==> src/rtl/channel_stage.sv <==
// channel_stage: two-entry first-in first-out channel buffer with valid/ack
// handshakes on both sides.
//
// Handshake: a word moves across a side on a rising clk edge where that
// side's valid and acknowledge are both 1. in_a depends only on the stored
// count and the reset pin. It has no path from in_v or out_a. out_v and out_d
// come straight from stored state.
//
// Parameters:
//   N        - data width of in_d/out_d (1..64)
//   DATALESS - 1: carry handshake tokens only; in_d ignored, out_d tied to 0
//
// Ports:
//   clk        - clock, all state updates on the rising edge
//   reset      - asynchronous, active-low reset
//   in_v/in_d  - upstream valid/data
//   in_a       - upstream acknowledge (count < 2, reset released)
//   out_v      - downstream valid (count > 0)
//   out_d      - downstream data (oldest entry, 0 while empty)
//   out_a      - downstream acknowledge
//   xfer_count - 16-bit wrapping count of downstream transfers; this port
//                exists only when macro CHANNEL_STAGE_COUNT_EN is defined
module channel_stage #(
  parameter int N        = 1,
  parameter int DATALESS = 0
) (
  input  logic         clk,
  input  logic         reset,
  input  logic         in_v,
  input  logic [N-1:0] in_d,
  output logic         in_a,
  output logic         out_v,
  output logic [N-1:0] out_d,
  input  logic         out_a
`ifdef CHANNEL_STAGE_COUNT_EN
  ,
  output logic [15:0]  xfer_count
`endif
);

  logic [1:0]   count_q, count_d;
  // slot0 always holds the oldest entry and slot1 holds the younger one.
  logic [N-1:0] slot0_q, slot0_d;
  logic [N-1:0] slot1_q, slot1_d;
  logic         push, pop;
  logic [N-1:0] wdata;

  assign in_a  = reset && (count_q != 2'd2);
  assign out_v = (count_q != 2'd0);
  assign out_d = out_v ? slot0_q : '0;

  always_comb begin
    push    = in_v && in_a;
    pop     = out_v && out_a;
    wdata   = (DATALESS != 0) ? '0 : in_d;
    count_d = count_q;
    slot0_d = slot0_q;
    slot1_d = slot1_q;
    case ({push, pop})
      2'b10: begin
        if (count_q == 2'd0) slot0_d = wdata;
        else                 slot1_d = wdata;
        count_d = count_q + 2'd1;
      end
      2'b01: begin
        slot0_d = slot1_q;
        slot1_d = '0;
        count_d = count_q - 2'd1;
      end
      // Both a push and a pop can happen only at count 1. Count 0 has no pop,
      // and count 2 has no push. The new word becomes the head.
      2'b11: begin
        slot0_d = wdata;
      end
      default: ;
    endcase
  end

  always_ff @(posedge clk or negedge reset) begin
    if (!reset) begin
      count_q <= 2'd0;
      slot0_q <= '0;
      slot1_q <= '0;
    end else begin
      count_q <= count_d;
      slot0_q <= slot0_d;
      slot1_q <= slot1_d;
    end
  end

`ifdef CHANNEL_STAGE_COUNT_EN
  logic [15:0] xfer_count_q, xfer_count_d;

  // The counter wraps naturally from 0xFFFF to 0.
  always_comb begin
    xfer_count_d = xfer_count_q;
    if (pop) xfer_count_d = xfer_count_q + 16'd1;
  end

  always_ff @(posedge clk or negedge reset) begin
    if (!reset) xfer_count_q <= 16'd0;
    else        xfer_count_q <= xfer_count_d;
  end

  assign xfer_count = xfer_count_q;
`endif

endmodule

==> config.mk <==
export PLATFORM = sky130hd
export DESIGN_NAME = channel_stage
export DESIGN_NICKNAME = d
export VERILOG_FILES = /design/src/rtl/channel_stage.sv
export SDC_FILE = /design/constraint.sdc
export NUM_CORES = 1
export LEC_CHECK = 0
export BUFFER_PORTS_ARGS = -buffer_cell sky130_fd_sc_hd__buf_2
export CORE_AREA = 2 2 39 41
export CTS_BUF_LIST = sky130_fd_sc_hd__clkbuf_8
export DETAILED_ROUTE_END_ITERATION = 6
export DIE_AREA = 0 0 41 43
export PLACE_DENSITY_LB_ADDON = 0.1
export SETUP_SLACK_MARGIN = 0.02
export SLEW_MARGIN = 20
export SYNTH_ARGS = -nofsm -noshare
export SYNTH_HDL_FRONTEND = slang
export SYNTH_SLANG_ARGS = --single-unit
==> constraint.sdc <==
create_clock -name clk -period 1.7 [get_ports clk]
set_input_delay 0.34 -clock clk [delete_from_list [all_inputs] [get_ports clk]]
set_output_delay 0.34 -clock clk [all_outputs]
set_load 0.03 [all_outputs]
==> flow_metrics.tcl, run 1 <==
set metrics [dict create \
    ir_drop_uv 527.6 \
    worstSetupPathType "flip-flop to flip-flop" \
    grt_setup_unrepaired "no" \
    synth_area_um2 272.8 \
    insertion_delay_ps 210 \
    p_leak_uw 0.0001914 \
    ys_seq_elements 4 \
    synth.distinct_cells 18 \
    clkTransAtPathRegs_ps 30 \
    slew_violations 0 \
    gp_congestion 0.6256 \
    post-route-drc-count 0 \
    ios 8 \
    place_area_um2 356.6 \
    wirelength_um 468 \
    ys_seq_area_share_pct 36.70 \
    coreArea_um2 1384 \
    crit_required_ps 1790 \
    worstPathMaxFanout 5 \
    hold_ws_ps 17.73 \
    min_period_over_period_pct 93.79 \
    numPortBuffers 7 \
    max_cap_violations 0 \
    antenna_found_initial 0 \
    drt-vias-per-instance 4.018 \
    post-route-cell-area_um2 399.1 \
    yosys_warnings 0 \
    diodes 0 \
    max_slew_margin_pct 89.41 \
    status "complete, no violations" \
    ctsLongestPathBuffers 2 \
    synth_nets 35 \
    die_area_um2 1763 \
    drive_above_1_share_pct 56.41 \
    cts_max_level 1 \
    min_period_ps 1595 \
    grt_usage_pct 7.475 \
    wire_per_inst_um 8.509 \
    die_height_um 43 \
    syn_to_final_growth_pct 46.33 \
    hold_viol_final 0 \
    hp-class "input pin to asynchronous set/reset pin" \
    vias 221 \
    grt_max_degree 6 \
    drt_iter0_drc 2 \
    gr-total-overflow 0 \
    powerDensity_nw_per_um2 1877 \
    cts.hold.buffers_added 0 \
    finalSetupTns_ps 0 \
    cts_inserted_buffers 3 \
    postRouteAntennaNets 0 \
    skew_ps 3.584 \
    tightest_slew_ps 158.2 \
    root_buffer "clkbuf_8" \
    nFillCells 145 \
    start_util_pct 19.71 \
    setup_viol 0 \
    power_uw 749.3 \
    cp.arrival_ps 1690 \
    max_freq_ghz 0.6272 \
    grt_pass1_vias 229 \
    first_pass_iters 2 \
    row_count 14 \
    die_w_um 41 \
    worstSetupEndpointType "flip-flop" \
    cts_tree "yes" \
    cts_sinks 4 \
    startpoint_type "flip-flop" \
    nets 49 \
    grt_first_pass_wirelength_um 834 \
    netlist_instances 27 \
    post-dp-hpwl_um 424 \
    synth_area_per_cell_um2 10.10 \
]
registers in the layout, indices dropped and copies added, names as in the netlist:
name,count
slot1_q,1
count_q,2
slot0_q,1
worst max-delay path: stages, from the launching register on:
cell and delay, ps:
dfrtp_2 430, nor2_2 120, inv_2 80, nand2_4 70, inv_2 40, ha_2 190
mux2_2 260, mux2_1 280
cells by family (layout without fill, tap and decap cells):
family                     after synthesis  after routing  synth area share (%)
and+or+nand+nor                          8              8                 17.89
DFF                                      4              4                 36.70
xor gates and xnor gates                 3              3                 9.635
buffers and inverters                    3             15                 4.128
adders and majority gates                3              3                 13.76
muxes                                    2              2                 8.256
AOI/OAI and AO/OA                        4              4                 9.635
layer usage:
layer / wire length [µm] / up-vias / share of wire, % / GRT usage, %
met5: 0 / - / 0 / 0
met4: 0 / 0 / 0 / 4.000
met3: 31 / 0 / 6.6 / 4.712
met2: 236 / 5 / 50 / 10.31
met1: 201 / 104 / 43 / 8.525
li1: - / 112 / - / -
layout make-up:
type	instances	area [µm²]	share of cell area (%)
Clock buffer	3	41.29	10.34
Tap cell	16	20.02	5.016
Multi-Input combinational cell	20	175.2	43.89
Timing Repair Buffer	9	50.05	12.54
Sequential cell	4	101.3	25.39
Inverter	3	11.26	2.821
final timing paths:
kind	to	from	depth (start not counted)	slack (ps)
worst max-delay path	slot0_q	count_q[1]	7	110
worst min-delay path	slot0_q	reset	2	20
worst max register to register	slot0_q	count_q[1]	7	110
worst min register to register	slot0_q	slot0_q	1	480
max in group asynchronous	count_q[1]	reset	2	1560
min in group clk	slot0_q	slot0_q	1	480
synthesized netlist by cell type:
cell type | count | area (µm²)
a21boi_0 | 1 | 7.510
a31oi_1 | 2 | 12.51
and2_1 | 1 | 6.260
and2_2 | 1 | 7.510
dfrtp_1 | 4 | 100.1
ha_1 | 3 | 37.54
inv_1 | 1 | 3.750
inv_2 | 2 | 7.510
mux2_1 | 1 | 11.26
mux2_2 | 1 | 11.26
nand2_1 | 2 | 7.510
nand2_4 | 1 | 11.26
nor2_1 | 1 | 3.750
nor2_2 | 1 | 6.260
nor2b_1 | 1 | 6.260
o22ai_1 | 1 | 6.260
xnor2_1 | 2 | 17.52
xor2_1 | 1 | 8.760
report_power, final:
group | internal (µW) | leakage (µW) | switching, µW | total (µW)
combinational | 163 | 0.000122 | 207 | 370
clock | 150 | 0.0000216 | 43.1 | 194
sequential | 144 | 0.0000483 | 40.9 | 185
metrics by stage:
step	utilization (%)	worst slack (ps)	std cells
finish	28.84	105.5	55
CTS	28.75	46.89	55
detailed placement	25.77	48.13	52
global route	28.84	20.60	55
floorplan	-	-7.798	27
global placement	25.77	66.58	52
repair_timing:
action	4_1_cts	5_1_grt
setup buffers	0	0
resized for setup	0	1
setup endpoints to repair	0	1
layout by cell type (no fill, tap or decap), types with 2 or more instances in the layout:
| cell | synthesis | routed |
|---|---|---|
| a31oi_1 | 2 | 2 |
| buf_2 | 0 | 7 |
| buf_4 | 0 | 2 |
| clkbuf_8 | 0 | 3 |
| dfrtp_1 | 4 | 3 |
| ha_1 | 3 | 2 |
| inv_2 | 2 | 3 |
| nand2_1 | 2 | 2 |
| xnor2_1 | 2 | 2 |
No activity file was read; power rests on OpenSTA's default activity.
==> run 2: changes to the inputs <==
--- a/config.mk
+++ b/config.mk
@@ -5,6 +5,7 @@
 export SDC_FILE = /design/constraint.sdc
 export NUM_CORES = 1
 export LEC_CHECK = 0
+export ABC_AREA = 1
 export BUFFER_PORTS_ARGS = -buffer_cell sky130_fd_sc_hd__buf_2
 export CORE_AREA = 2 2 39 41
 export CTS_BUF_LIST = sky130_fd_sc_hd__clkbuf_8
@@ -16,3 +17,4 @@
 export SYNTH_ARGS = -nofsm -noshare
 export SYNTH_HDL_FRONTEND = slang
 export SYNTH_SLANG_ARGS = --single-unit
+export TNS_END_PERCENT = 5
==> run 2 against run 1 <==
Against the previous run: area after synthesis grew 8.7%; power shrank 2.5%; sequential share of layout area shrank 0.55 points; largest power group unchanged; register-to-register slack gained 90 ps.
==> flow_metrics.tcl, run 2 <==
set metrics [dict create \
    cts_max_level 1 \
    wirelength_um 643 \
    cts_resized 0 \
    slew_violations 0 \
    max_cap_violations 0 \
    wire_per_inst_um 10.21 \
    min_period_over_period_pct 88.38 \
    vias 259 \
    ir_drop_uv 502.5 \
    endpoint "count_q[1]" \
    grt_usage_pct 8.652 \
    ys_seq_area_share_pct 33.76 \
    cp.arrival_ps 1590 \
    row_count 14 \
    skew_ps 1.760 \
    worstSetupPathType "flip-flop to flip-flop" \
    powerDensity_nw_per_um2 1814 \
    r2r_cells 8 \
    synth.most_common_cell "nand2_1" \
    synth_top_area_share_pct 33.76 \
    power_uw 730.8 \
    synth-edff-count 0 \
    crit_required_ps 1790 \
    drive_above_1_share_pct 34.04 \
    r2r-start "count_q[0]" \
    tightest_slew_ps 203.7 \
    cts_tree "yes" \
    top_register "count_q" \
    die_area_um2 1763 \
    hp-class "input pin to flip-flop" \
    die_height_um 43 \
    root_buffer "clkbuf_8" \
    max_slew_margin_pct 86.38 \
    yosysTopAreaCell "dfrtp_1" \
    worstPathMaxFanout 4 \
    synth_area_per_cell_um2 8.237 \
    post-dp-hpwl_um 532.6 \
    min_period_ps 1502 \
    start_util_pct 21.43 \
    numPortBuffers 7 \
    nets 57 \
    coreArea_um2 1384 \
    finalSetupTns_ps 0 \
    die_w_um 41 \
    rrSetupSlack_ps 200 \
    critPathLaunch "count_q[0]" \
    yosys_warnings 0 \
    syn_to_final_growth_pct 35.87 \
    insertion_delay_ps 210 \
    synth_nets 44 \
    first_pass_iters 3 \
    post-route-drc-count 0 \
    grt_pass1_vias 237 \
    setup_viol 0 \
    diodes 0 \
    ys_seq_elements 4 \
    drt_iter0_drc 3 \
    status "complete, no violations" \
    hold_viol_final 0 \
    postRouteAntennaNets 0 \
    top_regs "count_q (2), slot0_q (1), slot1_q (1)" \
    antenna_found_initial 0 \
    ys.flop_type "dfrtp_1" \
    max_freq_ghz 0.6656 \
    netlist_instances 36 \
    cts_sinks 4 \
    ys_top_cells_by_area "dfrtp_1, ha_1, nand2_1, nand2_4, inv_1" \
    startpoint_type "flip-flop" \
    grt_max_degree 5 \
    ios 8 \
    reg2reg_to "count_q[1]" \
    gp_congestion 0.6767 \
    synth.distinct_cells 14 \
    final_common_cell "nand2_1" \
    clkTransAtPathRegs_ps 30 \
    async_flop_share_pct 100.0 \
    grt_first_pass_wirelength_mm 1.000 \
    final_cell_mix "nand2_1, buf_2, inv_1" \
    synthTopCellsByCount "nand2_1, inv_1, dfrtp_1" \
    ctsLongestPathBuffers 2 \
    p_leak_uw 0.0002251 \
    worstSetupEndpointType "flip-flop" \
    drt-vias-per-instance 4.111 \
    largest_register_ffs 2 \
    gr-total-overflow 0 \
    cts_inserted_buffers 3 \
    synth_area_um2 296.5 \
    grt_setup_unrepaired "no" \
]
==> run 2: changes by cell type after synthesis, moves of 2 or more <==
cell,delta
inv_1,+4
nand2_1,+8
nand4_1,+2
a31oi_1,-2
nand3_1,+2
==> run 2: worst max-delay path: stages (launching register included) <==
cell,delay (ps)
dfrtp_1,420
inv_2,90
a21boi_2,160
nand2_2,100
inv_2,50
ha_1,250
inv_1,70
nand3_1,80
xor2_1,150
==> run 2: how the worst min path moves through the flow <==
| stage | start | end | slack, ps | depth (start not counted) |
|---|---|---|---|---|
| floorplan | reset | count_q[0] | 40 | 0 |
| global placement | reset | slot0_q | 160 | 1 |
| detailed placement | reset | count_q[0] | 160 | 1 |
| CTS | in_d | slot1_q | 410 | 3 |
| global route | in_d | slot1_q | 430 | 3 |
| finish | in_d | slot1_q | 400 | 3 |
==> run 2: final cells by class <==
cell class	count	area [µm²]
timing repair buffer	8	45.04
fill	151	980.9
inverter	7	26.28
clock buffer	3	41.29
tap	16	20.02
sequential	4	100.1
multi-input combinational	25	170.2
==> run 2: routing by layer <==
metal  global-route usage [%]  vias to the layer above  wire length [µm]
met3                    3.141                        0                20
met2                    12.81                        7               302
met1                    10.68                      117               320
met4                    4.000                        0                 0
li1                         -                      135                 -
met5                        0                        -                 0
==> run 2: power by group <==
part / leakage (µW) / internal, µW / switching [µW]
logic: 0.000154 / 123 / 231
registers: 0.0000496 / 140 / 43.1
clock network: 0.0000216 / 150 / 43.4
==> run 2: cells by family (layout without fill, tap and decap cells) <==
logic type / Yosys count / after routing / synth area share [%]
buffers and inverters: 7 / 18 / 8.862
adders and majority gates: 3 / 3 / 12.66
and+or+nand+nor: 17 / 17 / 29.96
DFF: 4 / 4 / 33.76
xor gates and xnor gates: 2 / 2 / 5.908
AOI/OAI and AO/OA: 3 / 3 / 8.862
==> run 2: stage by stage <==
step	cells	util, %	hold WS (ps)	area, µm²	worst slack, ps
finish	63	29.11	404.6	402.9	197.5
global route	63	29.11	431.9	402.9	97.24
CTS	63	29.11	405.7	402.9	183.0
detailed placement	59	25.41	162.4	351.6	161.1
global placement	59	25.41	159.4	351.6	172.4
floorplan	36	-	44.41	296.5	64.21
==> run 2: repair_timing <==
| item | in CTS | in global routing |
|---|---|---|
| buffers inserted | 0 | 0 |
| hold buffers | 1 | 0 |
| hold endpoints to repair | 4 | 0 |
==> run 3: changes to the inputs <==
==> constraint.sdc (replaced) <==
create_clock -name clk -period 1.3 [get_ports clk]
set_input_delay 0.26 -clock clk [delete_from_list [all_inputs] [get_ports clk]]
set_output_delay 0.26 -clock clk [all_outputs]
set_load 0.03 [all_outputs]
==> run 3 against run 2 <==
Against the previous run: the flow now finishes with violations (negative setup slack); sequential power is 28% higher; maximum frequency increased by 14%; combinational power grew 130%; setup slack worse by 220 ps; flip-flop and latch count stayed put; non-clock buffer count rose by 11; routed wire length increased by 12%; die area did not move; global-route usage grew 2.9 points; critical path depth is 1 lower; critical endpoint unchanged; largest power group unchanged.
==> flow_metrics.tcl, run 3 (same netlist as run 2, synthesis figures left out) <==
set metrics [dict create \
    gp_congestion 0.6857 \
    antenna_found_initial 0 \
    slew_violations 0 \
    finish.utilization_pct 40.24 \
    grt_max_degree 6 \
    drt_iter0_drc 3 \
    grt_first_pass_wirelength_mm 1.214 \
    largest_register_ffs 2 \
    r2r_cells 7 \
    min_period_ps 1318 \
    cts_inserted_buffers 3 \
    diodes 0 \
    row_count 14 \
    grt_setup_unrepaired "yes" \
    die_area_um2 1763 \
    nFillCells 148 \
    die_height_um 43 \
    final_cells 74 \
    skew_ps 1.686 \
    die_w_um 41 \
    post-route-cell-area_um2 556.8 \
    ir_drop_uv 630.5 \
    syn_to_final_growth_pct 87.76 \
    post-route-drc-count 0 \
    ctsLongestPathBuffers 2 \
    clkTransAtPathRegs_ps 30 \
    wirelength_um 717 \
    wire_per_inst_um 9.689 \
    final_cell_mix "nand2_1, buf_4, inv_2" \
    insertion_delay_ps 220 \
    tightest_slew_ps 150.7 \
    violations "negative setup slack" \
    cts_max_level 1 \
    final.setup.worst_slack_ps -17.92 \
    use_met3_pct 5.236 \
    grtUsageMet1_pct 12.62 \
    cts_sinks 4 \
    dp.cells 67 \
    max_freq_ghz 0.7588 \
    start_util_pct 21.43 \
    numPortBuffers 7 \
    grt_usage_pct 11.57 \
    hp-class "input pin to asynchronous set/reset pin" \
    coreArea_um2 1384 \
    worstSetupEndpointType "flip-flop" \
    worstPathMaxFanout 3 \
    top_regs "count_q (2), slot0_q (1), slot1_q (1)" \
    status "finished, violations left" \
    grt_pass1_vias 292 \
    gr-total-overflow 0 \
    final_common_cell "nand2_1" \
    drive_above_1_share_pct 63.79 \
    place_area_um2 436.7 \
    vias 311 \
    nets 68 \
    top_register "count_q" \
    gr-usage-met2_pct 14.06 \
    ios 8 \
    power_uw 1288 \
    drt-vias-per-instance 4.203 \
    worstSetupPathType "flip-flop to flip-flop" \
    gr-max-usage-layer "met2" \
    setup_viol 5 \
    cp.arrival_ps 1410 \
    root_buffer "clkbuf_8" \
    powerDensity_nw_per_um2 2314 \
    startpoint_type "flip-flop" \
    max_cap_violations 0 \
    hold_viol_final 0 \
    max_slew_margin_pct 89.91 \
    min_period_over_period_pct 101.4 \
    crit_required_ps 1400 \
    post-dp-hpwl_um 571.4 \
    p_leak_uw 0.0002986 \
    postRouteAntennaNets 0 \
    cts_tree "yes" \
    first_pass_iters 2 \
]
[run 3: changes by cell type in the layout (fill, tap and decap cells not counted), sizes merged]
cell,previous run,this run
dlymetal6s4s,0,1
buf,7,18
dlygate4sd3,1,0
[run 3: critical path: stages (launching register included)]
cell and delay (ps):
dfrtp_2 430, a21boi_4 190, nand2_4 80, inv_2 60, ha_4 200, inv_2 50, nand3_2 50, xor2_1 140
[run 3: report_power, final]
part           internal, µW  switching (µW)
registers               187            47.9
clock network           197            61.2
logic                   402             393
[run 3: layout make-up]
class                           count  area (µm²)  area share, %
Tap cell                           16       20.02          3.596
Inverter                            7       28.78          5.169
Timing Repair Buffer               19       150.1          26.97
Multi-Input combinational cell     25       215.2          38.65
Clock buffer                        3       41.29          7.416
Sequential cell                     4       101.3          18.20
[run 3: path summary, 6_finish.rpt]
check / slack [ps] / startpoint / endpoint
worst max-delay path: -20 / count_q[1] / count_q[1]
worst min-delay path: 140 / reset / count_q[0]
worst max register to register: -20 / count_q[1] / count_q[1]
worst min register to register: 500 / slot0_q / slot0_q
max in group asynchronous: 1050 / reset / count_q[1]
min in group clk: 320 / in_d / slot1_q
[run 3: repair_timing]
item / CTS / global route
resized for setup: 9 / 8
setup buffers: 1 / 2
hold buffers: 1 / 0
cloned: 0 / 0
endpoints found under the hold margin: 4 / 0
pin swaps: 4 / 6
endpoints found under the setup margin: 6 / 7
[run 3: metrics by stage]
stage	setup WS (ps)	setup TNS, ps	hold WS, ps
global route	-72.00	-291.6	142.4
detailed placement	-98.93	-192.7	172.9
floorplan	-181.2	-375.5	-35.59
finish	-17.92	-58.49	144.3
CTS	-31.97	-112.4	319.4
global placement	-82.80	-158.7	164.2
[run 3: routing by layer]
| layer | up-vias | wire length (µm) |
|---|---|---|
| li1 | 156 | - |
| met1 | 139 | 294 |
| met2 | 11 | 339 |
| met3 | 5 | 47 |
| met4 | 0 | 36 |
| met5 | - | 0 |
